### src/rtl/pc_sequencer_pkg.sv
// Shared types and constants for the program-counter sequencer: FSM states,
// next-PC source codes and the redirect priority encoder.
package pc_sequencer_pkg;

  localparam logic [31:0] PC_STEP = 32'd4;

  typedef enum logic [2:0] {
    S_IDLE,
    S_FETCH,
    S_EXEC,
    S_HALT,
    S_ERR
  } state_t;

  typedef enum logic [1:0] {
    SEL_SEQ,
    SEL_BR,
    SEL_J,
    SEL_JR
  } sel_t;

  // Redirect priority: jump-register, then jump, then branch, then fall-through.
  function automatic sel_t pick_sel(input logic jump_reg,
                                    input logic jump,
                                    input logic branch_taken);
    if (jump_reg)          return SEL_JR;
    else if (jump)         return SEL_J;
    else if (branch_taken) return SEL_BR;
    else                   return SEL_SEQ;
  endfunction

endpackage

### src/rtl/pc_sequencer_next_pc_sel.sv
// Combinational next-PC selector: resolves simultaneous redirect requests by
// priority and flags a misaligned jump-register target.
module next_pc_sel
  import pc_sequencer_pkg::*;
(
  input  logic [31:0] pc,
  input  logic        branch_taken,
  input  logic [31:0] branch_offset,
  input  logic        jump,
  input  logic [25:0] jump_index,
  input  logic        jump_reg,
  input  logic [31:0] jr_target,
  output logic [31:0] pc_plus4,
  output logic [31:0] next_pc,
  output logic        misaligned
);

  sel_t sel;

  assign pc_plus4 = pc + PC_STEP;

  always_comb begin
    // NOTE: every output gets a default before the case so no path can infer a latch.
    sel        = pick_sel(jump_reg, jump, branch_taken);
    next_pc    = pc_plus4;
    misaligned = 1'b0;
    case (sel)
      SEL_JR: begin
        next_pc    = jr_target;
        misaligned = |jr_target[1:0];
      end
      SEL_J:   next_pc = {pc_plus4[31:28], jump_index, 2'b00};
      // Offset is in words; the shift and add wrap modulo 2^32.
      SEL_BR:  next_pc = pc_plus4 + {branch_offset[29:0], 2'b00};
      default: next_pc = pc_plus4;
    endcase
  end

endmodule

### src/rtl/pc_sequencer.sv
// Program counter owner and fetch sequencer: req/ack fetch from instruction
// memory, holds the instruction for decode and selects the next PC on retire.
module pc_sequencer
  import pc_sequencer_pkg::*;
#(
  parameter logic [31:0] RESET_PC         = 32'h0000_0000,
  parameter bit          HALT_ON_MISALIGN = 1'b1
) (
  input  logic        clk,
  input  logic        rst_n,
  output logic        imem_req,
  output logic [31:0] imem_addr,
  input  logic        imem_ack,
  input  logic [31:0] imem_rdata,
  output logic        instr_valid,
  output logic [31:0] instr,
  output logic [31:0] pc,
  output logic [31:0] pc_plus4,
  input  logic        advance,
  input  logic        branch_taken,
  input  logic [31:0] branch_offset,
  input  logic        jump,
  input  logic [25:0] jump_index,
  input  logic        jump_reg,
  input  logic [31:0] jr_target,
  input  logic        halt,
  output logic [31:0] retired,
  output logic        err
);

  state_t      state, state_nx;
  logic [31:0] next_pc;
  logic        misaligned;
  logic        fetch_done;
  logic        exec_go;
  logic        trap;

  next_pc_sel u_next_pc_sel (
    .pc            (pc),
    .branch_taken  (branch_taken),
    .branch_offset (branch_offset),
    .jump          (jump),
    .jump_index    (jump_index),
    .jump_reg      (jump_reg),
    .jr_target     (jr_target),
    .pc_plus4      (pc_plus4),
    .next_pc       (next_pc),
    .misaligned    (misaligned)
  );

  // Acks and advances are only meaningful in their own state.
  assign fetch_done = (state == S_FETCH) && imem_ack;
  assign exec_go    = (state == S_EXEC) && advance;
  assign trap       = exec_go && !halt && misaligned && HALT_ON_MISALIGN;

  // NOTE: sequential state uses non-blocking assignments so every register
  // samples pre-edge values regardless of statement order.
  always_ff @(posedge clk or negedge rst_n) begin
    if (!rst_n) state <= S_IDLE;
    else        state <= state_nx;
  end

  always_comb begin
    state_nx = state;
    case (state)
      S_IDLE:  state_nx = S_FETCH;
      S_FETCH: if (imem_ack) state_nx = S_EXEC;
      S_EXEC: begin
        if (advance) begin
          if (halt)                                   state_nx = S_HALT;
          else if (misaligned && HALT_ON_MISALIGN)    state_nx = S_ERR;
          else                                        state_nx = S_FETCH;
        end
      end
      S_HALT:  state_nx = S_HALT;
      S_ERR:   state_nx = S_ERR;
      default: state_nx = S_IDLE;
    endcase
  end

  // Outputs decode from the state register alone, so reset drops imem_req
  // without waiting for a clock edge.
  always_comb begin
    imem_req    = 1'b0;
    instr_valid = 1'b0;
    case (state)
      S_FETCH: imem_req    = 1'b1;
      S_EXEC:  instr_valid = 1'b1;
      default: ;
    endcase
  end

  assign imem_addr = pc;

  // NOTE: instr is a single architectural register, not a memory, so it is
  // reset alongside pc to give decode a defined value.
  always_ff @(posedge clk or negedge rst_n) begin
    if (!rst_n) begin
      pc      <= RESET_PC;
      instr   <= 32'h0;
      retired <= 32'h0;
      err     <= 1'b0;
    end else begin
      if (fetch_done) instr <= imem_rdata;
      if (exec_go) begin
        if (halt) begin
          retired <= retired + 32'd1;
        end else if (trap) begin
          err <= 1'b1;
        end else begin
          // Clearing the low bits is a no-op for aligned targets and
          // implements the continue-on-misalign mode.
          pc      <= next_pc & ~32'h3;
          retired <= retired + 32'd1;
        end
      end
    end
  end

endmodule

### config.mk
export PLATFORM = sky130hd
export DESIGN_NAME = pc_sequencer
export DESIGN_NICKNAME = d
export VERILOG_FILES = /design/src/rtl/pc_sequencer_pkg.sv /design/src/rtl/pc_sequencer_next_pc_sel.sv /design/src/rtl/pc_sequencer.sv
export SDC_FILE = /design/constraint.sdc
export NUM_CORES = 1
export LEC_CHECK = 0
export ABC_CLOCK_PERIOD_IN_PS = 10000
export CAP_MARGIN = 15
export CORE_MARGIN = 2
export CORE_UTILIZATION = 48
export CTS_CLUSTER_DIAMETER = 50
export CTS_CLUSTER_SIZE = 25
export DETAILED_ROUTE_END_ITERATION = 7
export PLACE_DENSITY_LB_ADDON = 0.08
export REMOVE_ABC_BUFFERS = 1
export SLEW_MARGIN = 10
export SYNTH_ARGS = -nofsm -noshare
export SYNTH_HDL_FRONTEND = slang
export SYNTH_SLANG_ARGS = --single-unit
### constraint.sdc
create_clock -name clk -period 10 [get_ports clk]
set_input_delay 2 -clock clk [delete_from_list [all_inputs] [get_ports clk]]
set_output_delay 2 -clock clk [all_outputs]
set_load 0.005 [all_outputs]
* After elaboration in Yosys (flattened, before gate mapping)
Cells that the tools add are included.
Storage, ports and cells: register bits 98, output and inout port bits 163, input port bits 130
Operators by class: $add $sub $neg 3, equality and inequality tests 10, bitwise gates (word level) 2, reductions and logical operators 11, multiplexer cells 14
Operators with widths (count):
- $pmux 32 s3 | 1
- $mux 32 | 2
- $add 32x1->32 const B | 1
- $add 32x3->32 const B | 1
- $add 32x32->32 | 1
- $pmux 3 s5 | 1
- $mux 3 | 4
- $eq 3x2->1 const B | 2
- $ne 2x2->1 const B | 3
- $reduce_and 3->1 | 2
- $eq 2x2->1 const B | 2
- $logic_and 1x1->1 | 4
- $mux 1 | 4
- $mux 2 | 2
- $reduce_and 2->1 | 2
- $eq 3x1->1 const B | 1
- $eq 3x3->1 const B | 1
- $logic_not 3->1 | 1
- $eq 2x1->1 const B | 1
- $not 1->1 | 2
- $reduce_or 2->1 | 1
- $logic_not 1->1 | 1

* Logic depth before layout (Yosys ltp)
depth in word-level cells 9, gate-level depth with buffers 17, mapped depth without buffers 17

* By module
A second synthesis with hierarchy kept.
Unflattened totals: cell total of the unflattened synthesis 784, area total of the unflattened synthesis 7332.0 um2
Modules (own cells, without submodules):
- pc_sequencer | cells each 324, seq. area each 2452.4 um2, area each 4265.3 um2, instances 1
- next_pc_sel | cells each 460, seq. area each 0.0 um2, area each 3066.7 um2, instances 1

* Worst setup path before layout
OpenSTA, ideal clock, no wires.
path type input -> register, start point input branch_offset[0], end point register pc[28], in the netlist imem_addr[28], library setup time 0.128 ns, buffers on the path 0, setup slack 5.809 ns, stages 12, arrival 4.064 ns, cells stage by stage ha_1 > inv_1 > fa_1 > nand2b_1 > a21oi_1 > o211a_1 > o2111ai_1 > a31oi_1 > o31ai_2 > o41ai_1 > xnor2_1 > o21ai_0
On the way: longest elaborated chain between the ends 2
RTL lines:
- start: declaration | line pc_sequencer.sv:21 | input logic [31:0] branch_offset,
- $add 32x32->32 | line pc_sequencer_next_pc_sel.sv:34 | SEL_BR: next_pc = pc_plus4 + {branch_offset[29:0], 2'b00};
- $pmux 32 s3 | line pc_sequencer_next_pc_sel.sv:27 | case (sel)
- end signal: assignment | line pc_sequencer.sv:113 | pc <= next_pc & ~32'h3;
- end: declaration | line pc_sequencer.sv:17 | output logic [31:0] pc,
No other way between the ends. A chain may end at the register's enable or synchronous reset.

* Final worst setup path
start point register pc[2], in the netlist imem_addr[2], end point output pc_plus4[18]
On the way: longest elaborated chain between the ends 1
RTL lines:
- $add 32x3->32 | line pc_sequencer_next_pc_sel.sv:20 | assign pc_plus4 = pc + PC_STEP;
- end: declaration | line pc_sequencer.sv:18 | output logic [31:0] pc_plus4,
No other way between the ends.

==> summary by stage <==
Place
The number of port buffers is 284. The congestion estimate from routability-driven global placement came to 0.911. The wire-length estimate of the detail-placed layout is 17700 microns. In this run, placement finished with an instance count of 1220. Timing analysis after detailed placement gives a worst setup slack of between 4000 and 5000 ps.

Worst hold path
The startpoint of the lowest-slack hold path is retired[31]$_DFFE_PN0P_. The capture endpoint of the worst hold path is retired[31]$_DFFE_PN0P_. The tightest min-delay check is of the reg -> reg type.

Counting instances, the worst hold path has a depth of 1.

Yosys
After synthesis the cells add up to 0.00724 sq mm. Synthesis produced around 800 cells. The most instantiated flip-flop cell in the synthesis netlist is sky130_fd_sc_hd__dfrtp_1. During synthesis, Yosys emitted a total of 0 warnings. The share of synthesized registers carrying an async set or reset is 1.00.

A synthesized cell averages 8.98 sq um. Of the synthesized area, sequential elements account for 0.339. The count of flip-flops with a built-in enable after synthesis is 0. The synthesized netlist contains 78 unique library cells.

The post-synthesis register bit count is 98.

Final layout
Measured on the finished design, the core utilization comes to 0.703. The number of fill cells is 1212. The synthesis-to-layout area growth is 42.3%. The total number of nets in the final design is 1214. The fraction of final layout cells with drive strength greater than 1 is 0.0827. The number of cells in the finished layout apart from fillers is approximately 1200.

The repair_antennas step left the layout with diodes totalling 0.

Pwr
The analysis attributes to cell leakage a power of 0.00437 uW. The maximum resistive drop on vdd is 137 uV. The power density normalized to cell area is 248 mW/mm^2.

Drt
After detailed routing, the average wire length per cell comes to 18.6 microns. Before antenna repair, the detailed router went through 5 iterations. The post-detailed-route DRC marker count is 0. The remaining antenna violation count is 0. The total number of vias is 7068. The initial DRC count is 499. In the routed layout, each cell is associated on average with a via count of approximately 5.7. The total routed wirelength is 23000 microns.

Clocking
Counting along the longest clock path gives a buffer depth of 2. Gates resized during post-CTS repair numbered 0. The root buffer cell is sky130_fd_sc_hd__clkbuf_16. The TritonCTS sink count is 98. Clock tree synthesis inserted a total of 9 buffers.

The CTS H-tree depth is 3. Clock-pin slew was measured on the worst setup and hold paths at 70 ps. The number of post-CTS setup repair buffers is 0. The insertion delay to the later sink of the worst-skew pair is 350 ps. The CTS tree is done. For this design, the CTS-stage hold fixing added 0 buffers.

GRT
The first global-routing pass estimated 35800 microns of wire. The number of global-route vias before repair is 6688. The initial antenna violation count is 0. For this run, global-route usage on met2 was measured as 0.486. The layer with the highest usage is met2. The total congestion overflow after global routing is 0. The met3 track utilization from global routing is 0.0401. In the global route stage, met1 resource usage came out at 0.370.

For this run, the total global-route usage over all layers was measured as 0.283. The largest net degree at the start of global routing is 67.

Worst setup path
The number of cells traversed by the worst register-to-register path is 15. Data arrives at the worst endpoint at 3400 ps. The worst setup path is launched from a flip-flop. The worst register-to-register path ends at imem_addr[30]$_DFFE_PN0P_. The maximum fanout along the worst path is 6.

The endpoint class of the critical path is a primary output. In this run the critical register-to-register path is launched from imem_addr[6]$_DFFE_PN0P_. In this run the register-to-register setup slack is 5230 ps.

The critical path class is reg -> out. The worst path required time is around 8000 ps.

STA
The slew at the pin closest to its max-slew limit is between 800 and 900 ps. On the final layout, the worst clock skew is ~11 ps. The portion of the clock cycle consumed by the worst path in the final layout is 0.540.

The minimum setup slack in the final design is 4600 ps. Final hold analysis gives a worst-case slack of approximately 460 ps. Setup repair after global routing left no endpoint under its margin. The worst max-slew margin expressed relative to the limit is 0.442. After routing, the total negative slack on setup checks comes to 0 ps. The final max-slew violation count is 0.

The post-layout minimum cycle time is 5400 ps. Setup violations remaining at the end of the flow were counted as 0. Timing would allow up to 185 MHz. The number of hold violations in the final report is 0.

Floorplan
The placeable core region is 0.0146 sq mm. The die span in y is 127 microns. The number of top-level pins is about 300. The starting utilization of the core area is 0.494. The number of rows in the core area is 44. The width of the chip is between 100 and 150 microns. The floorplan step defined a die boundary enclosing about 0.016 sq mm.

Flow run
Max-cap violations in this run came to 0.

Outcome
The flow ran to the end, and the final reports show no timing, DRC or antenna violations.
[state kept, by name (all words and copies together) (netlist names)]
name	flops
instr	32
retired	32
state	3
err	1
imem_addr	30
[per-stage QoR]
step	cell area, sq um	total power, uW
after global routing	10300	2730
after floorplan	6860	1420
final	10300	2560
after global placement	10000	2180
after detailed placement	10000	2210
after CTS	10300	2560
[cells in the final DEF (no fill, tap or decap), types with 8 or more instances in the layout]
| cell type | n |
|---|---|
| sky130_fd_sc_hd__clkdlybuf4s50_1 | 283 |
| sky130_fd_sc_hd__a211oi_1 | 8 |
| sky130_fd_sc_hd__nor3_1 | 13 |
| sky130_fd_sc_hd__nand3_1 | 30 |
| sky130_fd_sc_hd__nand4_1 | 13 |
| sky130_fd_sc_hd__a31oi_1 | 10 |
| sky130_fd_sc_hd__mux2_2 | 32 |
| sky130_fd_sc_hd__nand2_1 | 74 |
| sky130_fd_sc_hd__nor2_1 | 68 |
| sky130_fd_sc_hd__o21ai_0 | 32 |
| sky130_fd_sc_hd__a21oi_1 | 59 |
| sky130_fd_sc_hd__inv_1 | 27 |
| sky130_fd_sc_hd__o211ai_1 | 9 |
| sky130_fd_sc_hd__and3_1 | 9 |
| sky130_fd_sc_hd__dfrtp_1 | 98 |
| sky130_fd_sc_hd__clkbuf_16 | 9 |
| sky130_fd_sc_hd__ha_1 | 36 |
| sky130_fd_sc_hd__buf_4 | 9 |
| sky130_fd_sc_hd__xnor2_1 | 49 |
| sky130_fd_sc_hd__xor2_1 | 31 |
| sky130_fd_sc_hd__a21o_1 | 16 |
[area by class of cell]
| class | count | area [sq um] | share of cell area |
|---|---|---|---|
| multi-input cells | 618 | 4310 | 0.419 |
| repair buffers | 292 | 2900 | 0.282 |
| flip-flops and latches | 98 | 2450 | 0.238 |
| clock buffers | 10 | 239 | 0.0232 |
| well taps | 184 | 230 | 0.0224 |
| inverters | 28 | 105 | 0.0102 |
| clock inverters | 6 | 57.6 | 0.00559 |
[cells by family (layout without fill, tap and decap cells)]
logic type                 Yosys count  count (layout)  share of synthesized area
AOI/OAI and AO/OA                  205             205                      0.188
DFF                                 98              98                      0.339
muxes                               34              34                     0.0526
adders and majority gates           37              37                     0.0650
buffers and inverters               95             336                     0.0692
other                                1               6                   0.000518
xor gates and xnor gates            82              82                      0.104
and+or+nand+nor                    254             254                      0.181
[metal layers]
metal	wire, microns	vias to the layer above	share of wire
li1	-	3341	-
met1	9590	3380	0.42
met2	11300	313	0.49
met3	1610	34	0.070
met4	539	0	0.023
met5	0	-	0
[worst max-delay path: stages (launching register included)]
cell and delay [ps]:
sky130_fd_sc_hd__dfrtp_1 470, sky130_fd_sc_hd__ha_1 220, sky130_fd_sc_hd__nand3_1 160, sky130_fd_sc_hd__nor2_1 370, sky130_fd_sc_hd__nand2_1 120, sky130_fd_sc_hd__nor3_1 360, sky130_fd_sc_hd__and4_1 310, sky130_fd_sc_hd__nand3_1 110
sky130_fd_sc_hd__xnor2_1 340, sky130_fd_sc_hd__clkdlybuf4s50_1 580
[how the worst max path moves through the flow]
stage,startpoint,to,cells past startpoint
after floorplan,imem_ack,instr[0]$_DFFE_PN0P_,3
after global placement,branch_offset[5],imem_addr[30]$_DFFE_PN0P_,11
after detailed placement,branch_offset[5],imem_addr[30]$_DFFE_PN0P_,11
after CTS,imem_addr[2]$_DFFE_PN0P_,pc_plus4[18],9
after global routing,imem_addr[3]$_DFFE_PN0P_,pc_plus4[18],9
final,imem_addr[2]$_DFFE_PN0P_,pc_plus4[18],9
[power breakdown]
part | internal (uW) | switching, uW
combinational | 857 | 649
sequential | 528 | 180
clock | 181 | 163
total | 1570 | 991
[synth_stat cells (all sizes together), types with 28 or more instances]
master / n / area share
o21ai: 36 / 0.025
nand2: 74 / 0.038
dfrtp: 98 / 0.34
nand3: 31 / 0.023
mux2: 32 / 0.050
a21oi: 59 / 0.041
ha: 36 / 0.062
buf: 41 / 0.041
xnor2: 51 / 0.067
xor2: 31 / 0.038
inv: 28 / 0.015
nor2: 71 / 0.038
No activity file was read; power rests on OpenSTA's default activity.
